## src/rtl/eth_pkt_serializer.sv

```systemverilog
// -----------------------------------------------------------------------------
// eth_pkt_serializer
//
// Purpose:
//   Drains 32-bit words from the Ethernet packet FIFO's prefetched read port
//   and serialises them into a framed 8-bit byte stream for the transmit
//   engine. A packet is launched by a one-cycle start command that carries the
//   packet length in words. Sustained throughput is one byte per cycle: the
//   next word is popped in the same cycle the last byte of the current word
//   is accepted, so consecutive words leave without a bubble.
//
// Handshakes (both sides use the same rule):
//   A transfer happens on a rising clock edge where valid and the matching
//   ready/enable are both 1. The producer keeps valid and data stable until
//   that edge; the consumer may change ready/enable at any time.
//     FIFO side : fifo_vld (valid)  / fifo_rd_en (enable, combinational)
//     TX side   : tx_vld   (valid)  / tx_rdy     (ready)
//
// Ports:
//   clk         in   single clock
//   rst_n       in   asynchronous active-low reset
//   fifo_data   in   FIFO read data, valid when fifo_vld=1
//   fifo_vld    in   FIFO holds a word at its output
//   fifo_rd_en  out  pop request (word consumed on fifo_vld & fifo_rd_en)
//   pkt_start   in   one-cycle start command
//   pkt_len     in   packet length in words, sampled with pkt_start
//   busy        out  packet in progress
//   tx_data     out  output byte
//   tx_vld      out  tx_data valid
//   tx_rdy      in   downstream accepts the byte on tx_vld & tx_rdy
//   tx_last     out  final byte of the packet
//   pkt_done    out  one-cycle pulse after the final byte is accepted
//   pkt_sum     out  one's-complement payload sum (only with the macro below)
//
// Configuration:
//   ETH_PKT_SERIALIZER_SUM_EN - when defined, adds the pkt_sum output and a
//   one's-complement accumulator over the big-endian 16-bit halves of every
//   popped word. pkt_sum is stable from pkt_done until the next start.
// -----------------------------------------------------------------------------
module eth_pkt_serializer #(
    parameter int WORD_W    = 32,
    parameter int LEN_W     = 11,
    parameter int MSB_FIRST = 1
) (
    input  logic              clk,
    input  logic              rst_n,
    input  logic [WORD_W-1:0] fifo_data,
    input  logic              fifo_vld,
    output logic              fifo_rd_en,
    input  logic              pkt_start,
    input  logic [LEN_W-1:0]  pkt_len,
    output logic              busy,
`ifdef ETH_PKT_SERIALIZER_SUM_EN
    output logic [15:0]       pkt_sum,
`endif
    output logic [7:0]        tx_data,
    output logic              tx_vld,
    input  logic              tx_rdy,
    output logic              tx_last,
    output logic              pkt_done
);

    typedef enum logic {
        IDLE = 1'b0,
        SEND = 1'b1
    } state_e;

    state_e             state_q;
    logic [WORD_W-1:0]  word_q;
    logic               loaded_q;
    logic [1:0]         byte_idx_q;
    logic [LEN_W-1:0]   words_left_q;
    logic               busy_q;
    logic               done_q;

    logic               accept;
    logic               need_load;
    logic               pop;
    logic               last_accept;
    logic [1:0]         sel_idx;

    // A byte leaves on tx_vld & tx_rdy; tx_vld is simply the loaded flag.
    assign accept     = loaded_q & tx_rdy;

    // Reload when empty, or when the last byte of the current word is being
    // accepted this very cycle (this is what keeps words back-to-back).
    assign need_load  = ~loaded_q | (accept & (byte_idx_q == 2'd3));
    assign fifo_rd_en = (state_q == SEND) & need_load & (words_left_q != '0);
    assign pop        = fifo_rd_en & fifo_vld;

    assign tx_vld     = loaded_q;
    assign tx_last    = loaded_q & (words_left_q == '0) & (byte_idx_q == 2'd3);
    assign last_accept = accept & tx_last;

    assign busy       = busy_q;
    assign pkt_done   = done_q;

    // Byte lane: MSB_FIRST walks the word from [31:24] down to [7:0].
    assign sel_idx    = (MSB_FIRST != 0) ? (2'd3 - byte_idx_q) : byte_idx_q;
    assign tx_data    = word_q[{sel_idx, 3'b000} +: 8];

`ifdef ETH_PKT_SERIALIZER_SUM_EN
    logic [16:0] sum_q;
    logic [16:0] sum_d;
    logic [16:0] add_hi;
    logic [15:0] fold_hi;
    logic [16:0] add_lo;

    // Two end-around-carry adds per word: high half first, then low half.
    // A folded carry can never overflow again (max 0xFFFE + 1).
    always_comb begin
        add_hi  = {1'b0, sum_q[15:0]} + {1'b0, fifo_data[31:16]};
        fold_hi = add_hi[15:0] + {15'd0, add_hi[16]};
        add_lo  = {1'b0, fold_hi} + {1'b0, fifo_data[15:0]};
        sum_d   = {1'b0, add_lo[15:0] + {15'd0, add_lo[16]}};
    end

    always_ff @(posedge clk or negedge rst_n) begin
        if (!rst_n) begin
            sum_q <= '0;
        end else if (state_q == IDLE && pkt_start && pkt_len != '0) begin
            sum_q <= '0;
        end else if (pop) begin
            sum_q <= sum_d;
        end
    end

    assign pkt_sum = sum_q[15:0];
`endif

    always_ff @(posedge clk or negedge rst_n) begin
        if (!rst_n) begin
            state_q      <= IDLE;
            word_q       <= '0;
            loaded_q     <= 1'b0;
            byte_idx_q   <= 2'd0;
            words_left_q <= '0;
            busy_q       <= 1'b0;
            done_q       <= 1'b0;
        end else begin
            done_q <= 1'b0;
            case (state_q)
                IDLE: begin
                    // Zero-length starts are dropped silently.
                    if (pkt_start && pkt_len != '0) begin
                        words_left_q <= pkt_len;
                        loaded_q     <= 1'b0;
                        byte_idx_q   <= 2'd0;
                        busy_q       <= 1'b1;
                        state_q      <= SEND;
                    end
                end
                SEND: begin
                    // pkt_start is not looked at here. A pop and the final
                    // accept never coincide: tx_last needs words_left == 0.
                    if (last_accept) begin
                        loaded_q   <= 1'b0;
                        byte_idx_q <= 2'd0;
                        busy_q     <= 1'b0;
                        done_q     <= 1'b1;
                        state_q    <= IDLE;
                    end else if (pop) begin
                        word_q       <= fifo_data;
                        loaded_q     <= 1'b1;
                        byte_idx_q   <= 2'd0;
                        words_left_q <= words_left_q - LEN_W'(1);
                    end else if (accept) begin
                        byte_idx_q <= byte_idx_q + 2'd1;
                        if (byte_idx_q == 2'd3) begin
                            loaded_q <= 1'b0;
                        end
                    end
                end
                default: state_q <= IDLE;
            endcase
        end
    end

endmodule

```

## config.mk

```make
export PLATFORM = sky130hd
export DESIGN_NAME = eth_pkt_serializer
export DESIGN_NICKNAME = d
export VERILOG_FILES = /design/src/rtl/eth_pkt_serializer.sv
export SDC_FILE = /design/constraint.sdc
export NUM_CORES = 1
export LEC_CHECK = 0
export ABC_AREA = 1
export CAP_MARGIN = 30
export CORE_MARGIN = 2
export CORE_UTILIZATION = 51
export DETAILED_ROUTE_END_ITERATION = 10
export PLACE_DENSITY = 0.81
export SKIP_LAST_GASP = 1
export SYNTH_ARGS = -nofsm -noshare
export SYNTH_HDL_FRONTEND = slang
export SYNTH_SLANG_ARGS = --single-unit
```

## constraint.sdc

```tcl
create_clock -name clk -period 1.75 [get_ports clk]
set_input_delay 0.35 -clock clk [delete_from_list [all_inputs] [get_ports clk]]
set_output_delay 0.35 -clock clk [all_outputs]
set_load 0.005 [all_outputs]
```

==> run_results.csv <==
group,metric,value,unit
worst_setup_path,crit_chain,"buf_6 -> inv_6 -> buf_6 -> nor2_1 -> o22ai_1 -> buf_2",
synthesis,synth_area_per_cell,7.93,µm²
cells_and_area,multi_input_area,1490,µm²
drt,dr.first_iter.drc_count,227,
drt,post-route-drc-count,0,
worst_setup_path,path_class,"register to output port",
timing,min_period,1.85,ns
cells_and_area,layout_commonest_cell,"nand2_1",
worst_setup_path,cp_max_fo,5,
power,p_sw_share,43.2,%
synthesis,syn_area,2750,µm²
floorplanning,die_y,77.5,µm
timing,skew,0.0100,ns
drt,vias,2809,
cells_and_area,drive_gt1_share,29.1,%
cells_and_area,nNetsFinal,495,
global_routing,grt_max_degree,50,
cts,clk_latency,0.31,ns
drt,wl_per_cell,15.2,µm
global_routing,grt.total_usage,25.3,%
power,power_frac_comb,58.1,%
floorplanning,start_util,53.2,%
timing,rsz0062_at_grt,"true",
power,vdd_drop_max,767,µV
power,leakagePower,1.93,nW
floorplanning,dieArea,6000,µm²
synthesis,seq_area_frac_synth,44.5,%
placement,gp_congestion,0.909,
power,p_total,6.59,mW
cts,cts_buffers,5,
global_routing,antenna_found_initial,0,
global_routing,grt_pass1_wl,12400,µm
synthesis,synth_nets,398,
floorplanning,core_area,5170,µm²
run,maxCapViolCount,0,
global_routing,grt_overflow,0,
floorplanning,pin_count,61,
timing,max_freq,0.539,GHz
synthesis,yosysWarnings,0,
timing,whs,0.0000983,ns
floorplanning,die_w,77.5,µm
timing,finalWorstSetupSlack,-0.104,ns
timing,finalMaxSlewViolations,0,
timing,slew_headroom,67.3,%
power,p_seq_share,31.2,%
power,p_clk_share,10.7,%
placement,dpl_cell_area,3600,µm²
worst_setup_path,required,1.40,ns
drt,antenna_left,0,
synthesis,ys.flop_type,"dfrtp_1",
timing,finalHoldViolCount,0,
cells_and_area,n_fill_cell,342,
worst_setup_path,end_kind,"output port",
worst_setup_path,startpoint_type,"register",
worst_setup_path,worstReg2RegStart,"byte_idx_q[0]$_DFFE_PN0P_",
placement,hpwlAfterDp,4890,µm
placement,io_buffer_count,60,
cells_and_area,mostFrequentLayoutCells,"nand2_1, dfrtp_1, clkdlybuf4s50_1, buf_4, nand3_1",
worst_setup_path,arrival,1.50,ns
cts,clock-root-buffer,"clkbuf_8",
synthesis,synth_cells,347,
cts,clock_path_buffers,2,
power,power_density,1660,nW/µm²
worst_setup_path,cpPeakStageDelay,0.47,ns
cells_and_area,utilization,76.9,%
timing,worst_slew_pin_slew,0.489,ns
run_status,violations,"negative setup slack",
placement,placed_cells_incl_taps,495,
cells_and_area,area_delta_synth_final,44.4,%
global_routing,grt_pass1_vias,2724,
synthesis,ys_types,34,
drt,viasPerCell,5.46,
cts,tritoncts,"done",
floorplanning,fp-row-count,26,
cts,htree_levels,2,
cells_and_area,register_area,1230,µm²
cells_and_area,final_cell_area,3980,µm²
power,switchingPower,2.85,mW
worst_hold_path,hp-class,"input pin to asynchronous set/reset pin",
timing,period_share,106,%
synthesis,async_flop_share,100,%
placement,dp_slack,-0.459,ns
cells_and_area,num_antenna_cells,0,
drt,drt_wl_total,7800,µm
cts,clkSlewWorstSetupHoldPaths,0.09,ns
timing,tns,-0.563,ns
worst_setup_path,critPathSlowestCell,"dfrtp_2",
synthesis,synth_edf_count,0,
power,p_int,3.74,mW
cts,cts.sinks,49,
synthesis,ys_ff_latch,49,
worst_setup_path,crit_path_start,"byte_idx_q[0]$_DFFE_PN0P_",
timing,setup_viol,10,
cells_and_area,fin_cells,514,
run_status,outcome,"complete, but fails checks",
worst_setup_path,crit_top_cell,"buf_6",
drt,dr.pass1.iters,5,
==> power by group through the flow <==
stage,logic (mW),clock network (mW),registers (mW)
after floorplan,1.99,0,1.91
after global placement,3.09,0,1.97
after detailed placement,3.20,0,1.97
after CTS,3.29,0.705,1.98
after global routing,4.19,0.747,2.11
final,3.83,0.703,2.06
==> routing by layer <==
| layer | GRT usage, % | part of all wire, % |
|---|---|---|
| met5 | 0 | 0 |
| met4 | 9.64 | 3.3 |
| met3 | 4.88 | 5.1 |
| met2 | 42.3 | 48 |
| met1 | 32.7 | 43 |
==> cell usage after synthesis (4+ instances only) <==
cell	instances	area, µm²
nand2_1	119	447
dfrtp_1	49	1230
nand3_1	34	170
nor2_1	32	120
o21ai_0	24	120
inv_1	13	48.8
nand3_2	11	110
buf_6	8	90.1
o22ai_1	8	50.1
o21ai_1	6	30.0
clkbuf_1	4	15.0
nand4_1	4	25.0
==> critical path, delay by kind of cell (launching register included) <==
family,cells,cell delay (ns)
buf+inv,4,0.49
simple gates,1,0.06
compound gates,1,0.17
flops,1,0.47
==> path summary, 6_finish.rpt <==
path	to	slack, ns	depth (start not counted)
min in group clk	pkt_done$_DFF_PN0_	0.37	3
hold / removal	words_left_q[7]$_DFFE_PN0P_	0.0001	2
max in group asynchronous	byte_idx_q[0]$_DFFE_PN0P_	1.49	2
setup reg to reg	word_q[5]$_DFFE_PN0P_	0.03	7
hold reg to reg	word_q[10]$_DFFE_PN0P_	0.49	2
setup / recovery	tx_data[4]	-0.10	6
==> registers in the layout, indices dropped and copies added, names as in the netlist <==
register / flops
word_q: 32
words_left_q: 11
byte_idx_q: 2
busy: 1
pkt_done: 1
state_q: 1
tx_vld: 1
==> logic make-up (layout without fill, tap and decap cells) <==
family / Yosys count / after routing / share of synthesized area (%)
DFF: 49 / 49 / 44.5
and+or+nand+nor: 211 / 211 / 35.5
xor gates and xnor gates: 1 / 1 / 0.318
AOI/OAI and AO/OA: 47 / 47 / 10.4
adders and majority gates: 3 / 3 / 1.36
buffers and inverters: 36 / 133 / 7.86
==> cell type report <==
| class | count | area share [%] |
|---|---|---|
| clock buffers | 6 | 2.08 |
| flip-flops and latches | 49 | 30.9 |
| inverters | 17 | 1.86 |
| repair buffers | 109 | 25.4 |
| clock inverters | 1 | 0.189 |
| well taps | 70 | 2.20 |
| multi-input cells | 262 | 37.4 |
==> timing repair <==
item,4_1_cts,5_1_grt
endpoints found under the setup margin,21,58
buffers inserted,7,5
resized for setup,59,55
hold buffers,0,0
hold endpoints to repair,0,0
gates cloned,0,0
pin swaps,15,14
Power figures use the tool's default switching activity.
